### config.mk
export PLATFORM = sky130hd
export DESIGN_NAME = irq_ctrl
export DESIGN_NICKNAME = d
export VERILOG_FILES = /design/src/rtl/saratoga_pkg.sv /design/src/rtl/sync_ff.sv /design/src/rtl/irq_ctrl.sv
export SDC_FILE = /design/constraint.sdc
export NUM_CORES = 1
export LEC_CHECK = 0
export CAP_MARGIN = 25
export CORE_AREA = 3 3 71 73
export DETAILED_ROUTE_END_ITERATION = 10
export DIE_AREA = 0 0 74 76
export DONT_BUFFER_PORTS = 1
export GPL_TIMING_DRIVEN = 0
export SYNTH_ARGS = -nofsm -noshare
export SYNTH_HDL_FRONTEND = slang
export SYNTH_SLANG_ARGS = --single-unit
export TNS_END_PERCENT = 1
### constraint.sdc
create_clock -name clk -period 1.5 [get_ports clk]
set_clock_uncertainty 0.05 [all_clocks]
set_input_delay 0.375 -clock clk [delete_from_list [all_inputs] [get_ports clk]]
set_output_delay 0.375 -clock clk [all_outputs]
set_load 0.05 [all_outputs]
### src/rtl/saratoga_pkg.sv
// Shared constants, state type and priority encoder for the machine-level
// interrupt controller.
package saratoga_pkg;

  localparam logic [11:0] CSR_MIE = 12'h304;
  localparam logic [11:0] CSR_MIP = 12'h344;

  localparam logic [31:0] MCAUSE_MSI = 32'h8000_0003;
  localparam logic [31:0] MCAUSE_MTI = 32'h8000_0007;
  localparam logic [31:0] MCAUSE_MEI = 32'h8000_000B;

  localparam int MSIP_BIT = 3;
  localparam int MTIP_BIT = 7;
  localparam int MEIP_BIT = 11;

  localparam logic [31:0] IRQ_MASK = 32'h0000_0888;

  typedef enum logic [1:0] {
    IDLE = 2'd0,
    PEND = 2'd1,
    BUSY = 2'd2
  } irq_state_t;

  // Fixed priority: external > software > timer.
  function automatic logic [31:0] irq_cause(input logic [31:0] pending);
    if (pending[MEIP_BIT])      return MCAUSE_MEI;
    else if (pending[MSIP_BIT]) return MCAUSE_MSI;
    else if (pending[MTIP_BIT]) return MCAUSE_MTI;
    else                        return 32'h0;
  endfunction

endpackage

### src/rtl/sync_ff.sv
// Multi-flop synchronizer for a single asynchronous level; all stages clear
// asynchronously on reset.
module sync_ff #(
  parameter int STAGES = 2
) (
  input  logic clk,
  input  logic rst,
  input  logic din,
  output logic dout
);

  logic [STAGES-1:0] sync_p;

  always_ff @(posedge clk or posedge rst) begin
    if (rst) sync_p <= '0;
    else     sync_p <= {sync_p[STAGES-2:0], din};
  end

  assign dout = sync_p[STAGES-1];

endmodule

### src/rtl/irq_ctrl.sv
// Machine interrupt controller: MSIP register, mie/mip CSRs and a three-state
// trap request handshake towards the core.
module irq_ctrl
  import saratoga_pkg::*;
#(
  parameter int SYNC_STAGES = 2
) (
  input  logic        clk,
  input  logic        rst,
  input  logic        mtip,
  input  logic        ext_irq,
  input  logic        mstatus_mie,
  input  logic        dbus_rd_en,
  input  logic        dbus_wr_en,
  input  logic [31:0] dbus_wr_data,
  input  logic [3:0]  dbus_wr_strobe,
  output logic [31:0] dbus_rd_data,
  input  logic        csr_rd_en,
  input  logic        csr_wr_en,
  input  logic [11:0] csr_addr,
  input  logic [31:0] csr_wr_data,
  output logic [31:0] csr_rd_data,
  output logic        trap_req,
  output logic [31:0] trap_cause,
  input  logic        trap_ack,
  input  logic        mret
);

  irq_state_t  state;
  logic        mtip_p0;
  logic        meip_sync;
  logic        msip;
  logic [31:0] mie;
  logic [31:0] mip;
  logic [31:0] pending;
  logic        eligible;
  logic        unused_bits;

  assign unused_bits = ^{dbus_wr_data[31:1], dbus_wr_strobe[3:1]};

  sync_ff #(.STAGES(SYNC_STAGES)) u_sync_ext (
    .clk  (clk),
    .rst  (rst),
    .din  (ext_irq),
    .dout (meip_sync)
  );

  // Source capture and software-visible registers
  always_ff @(posedge clk or posedge rst) begin
    if (rst) begin
      mtip_p0 <= 1'b0;
      msip    <= 1'b0;
      mie     <= '0;
    end else begin
      mtip_p0 <= mtip;
      if (dbus_wr_en && dbus_wr_strobe[0])
        msip <= dbus_wr_data[0];
      if (csr_wr_en && csr_addr == CSR_MIE)
        mie <= csr_wr_data & IRQ_MASK;
    end
  end

  always_comb begin
    mip           = '0;
    mip[MSIP_BIT] = msip;
    mip[MTIP_BIT] = mtip_p0;
    mip[MEIP_BIT] = meip_sync;
  end

  assign pending  = mip & mie;
  assign eligible = mstatus_mie && (pending != '0);

  always_comb begin
    csr_rd_data = '0;
    if (csr_rd_en) begin
      if (csr_addr == CSR_MIE)      csr_rd_data = mie;
      else if (csr_addr == CSR_MIP) csr_rd_data = mip;
    end
  end

  assign dbus_rd_data = dbus_rd_en ? {31'b0, msip} : 32'h0;

  // Trap handshake; the cause is frozen at the IDLE->PEND edge so the core
  // sees a stable value even if the source or enables drop while pending.
  always_ff @(posedge clk or posedge rst) begin
    if (rst) begin
      state      <= IDLE;
      trap_req   <= 1'b0;
      trap_cause <= '0;
    end else begin
      case (state)
        IDLE: if (eligible) begin
          state      <= PEND;
          trap_req   <= 1'b1;
          trap_cause <= irq_cause(pending);
        end
        PEND: if (trap_ack) begin
          state    <= BUSY;
          trap_req <= 1'b0;
        end
        BUSY: if (mret) state <= IDLE;
        default: begin
          state    <= IDLE;
          trap_req <= 1'b0;
        end
      endcase
    end
  end

endmodule

==> results of run 1 <==
## cells in the mapped netlist, types with 2 or more instances
cell     instances  area, sq um
mux2i_1          4         40.0
buf_4           89          668
nand2_1          3         11.3
dfrtp_1         13          325
inv_1            3         11.3
o21ai_0          2         10.0
a21o_1           2         15.0
nor2_1           4         15.0
mux2_2           4         45.0
## state kept, by name (all words and copies together) (netlist names)
| register | cells |
|---|---|
| state | 2 |
| mie | 3 |
| msip | 1 |
| u_sync_ext.sync_p | 2 |
| trap_req | 1 |
| trap_cause | 3 |
| mtip_p0 | 1 |
## how the worst max path moves through the flow
stage | from | endpoint | slack, ps | cells past startpoint
floorplan | csr_addr[5] | csr_rd_data[11] | -250 | 3
global placement | csr_addr[1] | csr_rd_data[11] | -430 | 3
detailed placement | csr_addr[1] | csr_rd_data[11] | -470 | 3
CTS | csr_addr[11] | csr_rd_data[11] | -170 | 4
global route | csr_addr[7] | csr_rd_data[3] | -210 | 4
finish | csr_addr[11] | csr_rd_data[11] | -150 | 4
## cell type report
type | instances | area [sq um]
clock buffer | 4 | 45.0
fill | 451 | 2630
buffer | 89 | 668
timing repair buffer | 3 | 26.3
multi-input combinational | 120 | 639
sequential | 13 | 327
tap | 52 | 65.1
inverter | 3 | 11.3
## layer usage
metal	global-route usage, %	routed length [microns]	part of all wire (%)	vias to the layer above
met4	3.26	17	0.68	0
met2	14.6	1250	50	74
met1	8.08	772	31	324
met3	2.77	455	18	2
li1	-	-	-	452
met5	0	0	0	-
## power by group
part	leakage (nW)	total [mW]	switching [mW]	internal, mW
clock	0.0228	0.304	0.117	0.187
sequential	0.162	0.408	0.0411	0.367
combinational	0.916	0.731	0.548	0.183
total	1.10	1.44	0.706	0.737
## per-stage QoR
stage	utilization (%)	hold slack [ps]	instance area [sq um]	TNS [ps]	setup slack, ps
2_1_floorplan	-	202	1640	-745	-248
3_3_place_gp	38.6	269	1700	-1280	-430
3_5_place_dp	38.6	276	1700	-1400	-469
4_1_cts	40.4	6.82	1780	-457	-167
5_1_grt	40.4	43.4	1780	-615	-210
6_report	40.4	-6.21	1780	-452	-154
## cell families after synthesis
| kind of cell | share of synthesized area [%] |
|---|---|
| mux | 6.58 |
| buf+inv | 52.6 |
| compound gates | 5.71 |
| flops | 25.2 |
| other cells | 0.290 |
| simple gates | 9.68 |
## repair_timing
action	in CTS	in global routing
pin swaps	4	1
resized for setup	4	0
buffers inserted	3	0
setup endpoints to repair	6	3
hold buffers	0	0
## worst register-to-register path: cells and delay by family, from the launching register on
family	cells	cell delay, ps
compound gates	2	560
flops	1	390
mux	1	220
==> flow_summary.json, run 1 <==
{
  "status": "finished, violations left",
  "violations": "hold timing, setup timing",
  "grt_pass1_wl_microns": 3540,
  "dpl.cell_count": 277,
  "io_pins": 188,
  "synth_seq_cells": 13,
  "clock_path_buffers": 2,
  "fin_cells": 284,
  "hold_class": "in2async",
  "die_y_microns": 76,
  "clk_latency_ps": 240,
  "worstReg2RegStart": "msip",
  "cp_cell_sequence": "and4bb_2, nand4_1, buf_6, nor2_4",
  "critPathLaunchType": "input port",
  "endpoint_kind": "output pin",
  "fin_crit_ps": 1650,
  "die_x_microns": 74,
  "mostFrequentLayoutCells": "buf_4, conb_1, dfrtp_1, mux2_2, mux2i_1",
  "worstPathRequired_ps": 1070,
  "netlist_area_sq_mm": 0.00129,
  "synthFlopType": "dfrtp_1",
  "dieArea_sq_mm": 0.00562,
  "final_max_slew_viol_count": 0,
  "grt_usage_pct": 8.05,
  "rsz0062_at_grt": "true",
  "nets": 324,
  "drc_errors": 0,
  "leakage_nw": 1.10,
  "cts_tree": "built",
  "ys_async_sr_fraction_pct": 100,
  "synth_cell_types": 24,
  "io_buffers": 0,
  "reg2reg_depth": 3,
  "globalRouteOverflowTotal": 0,
  "power_density_mw_per_mm2": 810,
  "hpwl_microns": 2300,
  "slowest_stage": "and4bb_2",
  "reg2reg_to": "trap_cause[3]",
  "slowest_delay_ps": 290,
  "cp_num_buf_inv": 1,
  "place_congestion": 0.713,
  "holdWs_ps": -6.21,
  "vias": 852,
  "drt_iter0_drc": 4,
  "crit_family": "simple AND/OR/NAND/NOR gates",
  "syn2layout_area_growth_pct": 37.9,
  "clock_sinks": 13,
  "period_share_pct": 110,
  "p_total_mw": 1.44,
  "htree_levels": 1,
  "path_class": "in2out",
  "rows": 24,
  "ir_drop_mv": 0.501,
  "final_common_cell": "buf_4",
  "grt_pass1_vias": 773,
  "setup_violations": 3,
  "hold_viol_final": 13,
  "synth_cells": 139,
  "cap_violations": 0,
  "core_sq_mm": 0.00441,
  "worstPathMaxFanout": 3,
  "avgSynthCellArea_sq_um": 9.30,
  "antenna_found_initial": 0,
  "reg2reg_slack_ps": 200,
  "initial_core_util_pct": 29.3,
  "worstPathArrival_ps": 1230,
  "synth-seq-area-share_pct": 25.2,
  "fin_ws_ps": -154,
  "synth_edf_count": 0,
  "timing.fmax_ghz": 0.605,
  "yosysWarnings": 0,
  "routedWlPerCell_microns": 8.77,
  "vias_per_cell": 3.00,
  "cts_made_buffers": 3,
  "root_buffer": "clkbuf_8",
  "clk_pin_slew_ps": 50,
  "grt_max_degree": 14,
  "routed_wl_microns": 2490,
  "antennaDiodeCount": 0,
  "postRouteAntennaNets": 0,
  "drive_gt1_share_pct": 47.8,
  "drt_pre_antenna_iters": 2
}
Note: power is estimated with default switching activity, not from simulation.
==> run 2, diff against run 1 <==
--- a/config.mk
+++ b/config.mk
@@ -6,11 +6,12 @@
 export NUM_CORES = 1
 export LEC_CHECK = 0
 export CAP_MARGIN = 25
-export CORE_AREA = 3 3 71 73
+export CORE_AREA = 2 2 72 74
 export DETAILED_ROUTE_END_ITERATION = 10
 export DIE_AREA = 0 0 74 76
 export DONT_BUFFER_PORTS = 1
 export GPL_TIMING_DRIVEN = 0
+export SETUP_SLACK_MARGIN = 0.4
 export SYNTH_ARGS = -nofsm -noshare
 export SYNTH_HDL_FRONTEND = slang
 export SYNTH_SLANG_ARGS = --single-unit
==> run 2 against run 1 <==
Net effect:
- the run still ends with hold timing, setup timing left
- count of clock-buffer cells in the layout unchanged
- cell area up 2.5%
- sequential power up 1%
- register-to-register slack worse by 50 ps
- routed wire length down 8.2%
- sequential cell count unchanged
- die area unchanged
- first-iteration DRC count rose to 3.0 times the previous value
- clock power about the same
- largest cell class unchanged
==> flow_summary.json, run 2 (same netlist as run 1, synthesis figures left out) <==
{
  "reg2reg_to": "trap_cause[3]",
  "final_common_cell": "buf_4",
  "ctsHoldBuffers": 0,
  "cts_tree": "built",
  "clk_latency_ps": 240,
  "io_pins": 188,
  "antennaDiodeCount": 0,
  "grt_pass1_vias": 682,
  "timing.fmax_ghz": 0.595,
  "final_max_slew_viol_count": 0,
  "top_regs": "mie (3), trap_cause (3)",
  "cap_violations": 0,
  "cts_made_buffers": 3,
  "place_congestion": 0.649,
  "initial_core_util_pct": 26.3,
  "grt_max_degree": 14,
  "leakage_nw": 1.10,
  "syn2layout_area_growth_pct": 41.3,
  "die_x_microns": 74,
  "status": "finished, violations left",
  "postRouteAntennaNets": 0,
  "dieArea_sq_mm": 0.00562,
  "worstPathMaxFanout": 3,
  "period_share_pct": 112,
  "hold_viol_final": 13,
  "die_y_microns": 76,
  "clk_pin_slew_ps": 50,
  "routedWlPerCell_microns": 7.57,
  "htree_levels": 1,
  "io_buffers": 0,
  "worstReg2RegStart": "msip",
  "fin_area_sq_mm": 0.00183,
  "violations": "hold timing, setup timing",
  "antenna_found_initial": 0,
  "globalRouteOverflowTotal": 0,
  "fin_ws_ps": -181,
  "core_sq_mm": 0.00491,
  "rows": 26,
  "vias_per_cell": 2.81,
  "nets": 324,
  "endpoint_kind": "output pin",
  "path_class": "in2out",
  "root_buffer": "clkbuf_8",
  "rsz0062_at_grt": "true",
  "drive_gt1_share_pct": 49.1,
  "hold_class": "in2async",
  "grt_pass1_wl_microns": 3110,
  "fin_crit_ps": 1680,
  "hpwl_microns": 2070,
  "grt_usage_pct": 7.26,
  "ir_drop_mv": 0.517,
  "reg2reg_depth": 3,
  "place_ws_ps": -374,
  "setup_violations": 3,
  "worstPathRequired_ps": 1070,
  "vias": 848,
  "power_density_mw_per_mm2": 795,
  "drt_pre_antenna_iters": 4,
  "clock_sinks": 13,
  "critPathLaunchType": "input port",
  "place_area_sq_mm": 0.00173,
  "drc_errors": 0,
  "routed_wl_microns": 2290,
  "drt_iter0_drc": 12,
  "holdWs_ps": -13.3,
  "setup_tns_ps": -528,
  "clock_path_buffers": 2,
  "reg2reg_slack_ps": 150,
  "worstPathArrival_ps": 1260,
  "mostFrequentLayoutCells": "buf_4, conb_1, dfrtp_1"
}
-- run 2: per-stage QoR --
step	util (%)	cells	total power, mW	hold WS [ps]
6_report	37.2	302	1.45	-13.3
5_1_grt	37.2	302	1.52	18.1
3_3_place_gp	35.1	295	1.13	264
4_1_cts	37.2	302	1.46	10.1
2_1_floorplan	-	225	1.12	202
3_5_place_dp	35.1	295	1.13	274
-- run 2: worst max-delay path, stage by stage --
cell and delay [ps]:
nor4b_4 270, nand4_1 150, buf_6 170, nor2_4 290
-- run 2: cell type report --
type,count,area (sq um)
Tap cell,70,87.6
Timing Repair Buffer,3,26.3
Multi-Input combinational cell,120,643
Buffer,89,683
Sequential cell,13,330
Clock buffer,4,45.0
Fill cell,527,3090
Inverter,3,11.3
-- run 2: power breakdown --
group	switching (mW)	total (mW)	internal, mW
clock network	0.118	0.305	0.187
logic	0.546	0.735	0.189
registers	0.0429	0.412	0.369
-- run 2: worst max path at each step --
stage	startpoint	endpoint	slack, ps	cells after the start
finish	csr_addr[7]	csr_rd_data[3]	-180	4
global route	csr_addr[7]	csr_rd_data[11]	-220	4
CTS	csr_addr[7]	csr_rd_data[3]	-180	4
detailed placement	csr_addr[1]	csr_rd_data[3]	-370	3
global placement	csr_addr[1]	csr_rd_data[3]	-350	3
floorplan	csr_addr[5]	csr_rd_data[11]	-250	3
-- run 2: per-layer routing --
layer / track usage (%) / up-vias / share of wire (%)
li1: - / 452 / -
met1: 7.87 / 318 / 34
met2: 12.5 / 76 / 49
met3: 2.38 / 2 / 17
met4: 3.27 / 0 / 0.70
met5: 0 / - / 0
-- run 2: repair_timing --
action,in CTS,in global routing
buffers inserted,3,0
cloned,0,0
pin swaps,9,6
setup endpoints to repair,18,18
resized for setup,13,0
endpoints found under the hold margin,0,0
==> run 3, diff against run 2 <==
--- a/config.mk
+++ b/config.mk
@@ -12,6 +12,7 @@
 export DONT_BUFFER_PORTS = 1
 export GPL_TIMING_DRIVEN = 0
 export SETUP_SLACK_MARGIN = 0.4
+export SLEW_MARGIN = 40
 export SYNTH_ARGS = -nofsm -noshare
 export SYNTH_HDL_FRONTEND = slang
 export SYNTH_SLANG_ARGS = --single-unit
==> constraint.sdc (replaced) <==
create_clock -name clk -period 2 [get_ports clk]
set_clock_uncertainty 0.05 [all_clocks]
set_input_delay 0.5 -clock clk [delete_from_list [all_inputs] [get_ports clk]]
set_output_delay 0.5 -clock clk [all_outputs]
set_load 0.05 [all_outputs]
==> run 3 against run 2 <==
Net effect:
- the run now ends clean
- final cell count did not move
- largest power group unchanged
- combinational power fell by 26%
- count of clock-buffer cells in the layout did not move
- sequential power fell by 26%
- critical endpoint unchanged
- via count fell by 0.59%
- non-clock buffer count did not move
==> flow_summary.json, run 3 (same netlist as run 1, synthesis figures left out) <==
{
  "status": "finished, final reports clean",
  "power_density_mw_per_mm2": 599,
  "clk_pin_slew_ps": 50,
  "drt_iter0_drc": 15,
  "worstReg2RegStart": "msip",
  "ir_drop_mv": 0.387,
  "grt_max_degree": 14,
  "p_seq_share_pct": 28.4,
  "path_class": "in2out",
  "endpoint_kind": "output pin",
  "p_comb_share_pct": 50.5,
  "io_pins": 188,
  "rsz0062_at_grt": "true",
  "clkPwrFrac_pct": 21.1,
  "cp_cell_sequence": "nor4b_4, nand4_1, buf_6, nor2_4",
  "hold_viol_final": 0,
  "io_buffers": 0,
  "antennaDiodeCount": 0,
  "root_buffer": "clkbuf_8",
  "p_int_mw": 0.552,
  "routedWlPerCell_microns": 7.55,
  "top_regs": "mie (3), trap_cause (3)",
  "antenna_found_initial": 0,
  "drt_pre_antenna_iters": 3,
  "slowest_stage": "nor2_4",
  "initial_core_util_pct": 26.3,
  "grt_usage_pct": 7.21,
  "clock_path_buffers": 2,
  "period_share_pct": 96.6,
  "fin_crit_ps": 1930,
  "critPathLaunchType": "input port",
  "fin_ws_ps": 68.8,
  "clk_latency_ps": 240,
  "setup_violations": 0,
  "drc_errors": 0,
  "cap_violations": 0,
  "timing.fmax_ghz": 0.518,
  "rows": 26,
  "vias": 843,
  "nets": 324,
  "die_x_microns": 74,
  "routed_wl_microns": 2280,
  "slowest_delay_ps": 290,
  "worstPathMaxFanout": 3,
  "clock_sinks": 13,
  "place_congestion": 0.649,
  "p_sw_mw": 0.528,
  "die_y_microns": 76,
  "dieArea_sq_mm": 0.00562,
  "fin_cells": 302,
  "hpwl_microns": 2070,
  "dpl.cell_count": 295,
  "worstMarginPinSlew_ps": 524,
  "hold_class": "in2async",
  "htree_levels": 1,
  "swShare_pct": 48.9,
  "drive_gt1_share_pct": 47.0,
  "core_sq_mm": 0.00491,
  "leakage_nw": 1.10,
  "cts_tree": "built",
  "cts_made_buffers": 3,
  "syn2layout_area_growth_pct": 39.4,
  "worstPathRequired_ps": 1450,
  "worstPathArrival_ps": 1380,
  "postRouteAntennaNets": 0,
  "relSlewSlack_pct": 65.1,
  "mostFrequentLayoutCells": "buf_4, conb_1, dfrtp_1, mux2_2, mux2i_1",
  "grt_pass1_wl_microns": 3070,
  "final_max_slew_viol_count": 0,
  "startpoint": "csr_addr[7]",
  "fill_cells": 532,
  "final_common_cell": "buf_4",
  "grt_pass1_vias": 677,
  "place_ws_ps": -124,
  "vias_per_cell": 2.79,
  "globalRouteOverflowTotal": 0,
  "ctsHoldBuffers": 0
}
==> run 3: cell types whose count changed in the layout (fill, tap and decap cells not counted) <==
| cell | previous run | this run |
|---|---|---|
| dfrtp_1 | 9 | 13 |
| and2_4 | 1 | 0 |
| buf_4 | 89 | 91 |
| buf_8 | 2 | 0 |
| dfrtp_2 | 4 | 0 |
| or2_2 | 0 | 1 |
| and2_1 | 0 | 1 |
| or2_4 | 1 | 0 |
==> run 3: repair_timing <==
action,4_1_cts,5_1_grt
pin swaps,4,1
endpoints found under the setup margin,6,6
setup buffers,3,0
resized for setup,2,0
==> run 3: cell type report <==
type	count	area, sq um	share of cell area, %
buffer	89	668	37.1
multi-input combinational	120	638	35.4
inverter	3	11.3	0.625
sequential	13	325	18.1
clock buffer	4	45.0	2.50
tap	70	87.6	4.86
timing repair buffer	3	26.3	1.46
==> run 3: path summary, 6_finish.rpt <==
| check | slack (ps) | to | cells past startpoint |
|---|---|---|---|
| max | 70 | csr_rd_data[3] | 4 |
| min | 110 | u_sync_ext.sync_p[0] | 1 |
| max reg2reg | 670 | trap_cause[3] | 3 |
| min reg2reg | 300 | u_sync_ext.sync_p[1] | 0 |
| max in group asynchronous | 1460 | mie[7] | 1 |
| min in group clk | 240 | u_sync_ext.sync_p[0] | 0 |
==> run 3: critical path, delay by kind of cell <==
| family | cells | cell delay, ps |
|---|---|---|
| buf+inv | 1 | 170 |
| simple gates | 3 | 710 |
==> run 3: per-layer routing <==
layer | vias up | global-route usage [%] | part of all wire, %
met2 | 76 | 12.3 | 48
li1 | 452 | - | -
met5 | - | 0 | 0
met3 | 2 | 2.38 | 17
met4 | 0 | 3.27 | 0.75
met1 | 313 | 7.87 | 34
==> run 3: metrics by stage <==
| step | power [mW] | utilization [%] | TNS [ps] | instance area, sq um | hold slack (ps) |
|---|---|---|---|---|---|
| after floorplan | 0.840 | - | 0 | 1640 | 281 |
| after detailed placement | 0.849 | 35.1 | -345 | 1730 | 288 |
| after CTS | 1.08 | 36.7 | 0 | 1800 | 135 |
| after global placement | 0.849 | 35.1 | -279 | 1730 | 284 |
| final | 1.08 | 36.7 | 0 | 1800 | 115 |
| after global routing | 1.13 | 36.7 | 0 | 1800 | 143 |
==> run 3: power groups by stage <==
stage	sequential, mW	clock, mW	combinational (mW)
floorplan	0.307	0	0.533
finish	0.306	0.228	0.546
CTS	0.307	0.238	0.539
global placement	0.311	0	0.537
detailed placement	0.311	0	0.538
global route	0.308	0.258	0.569
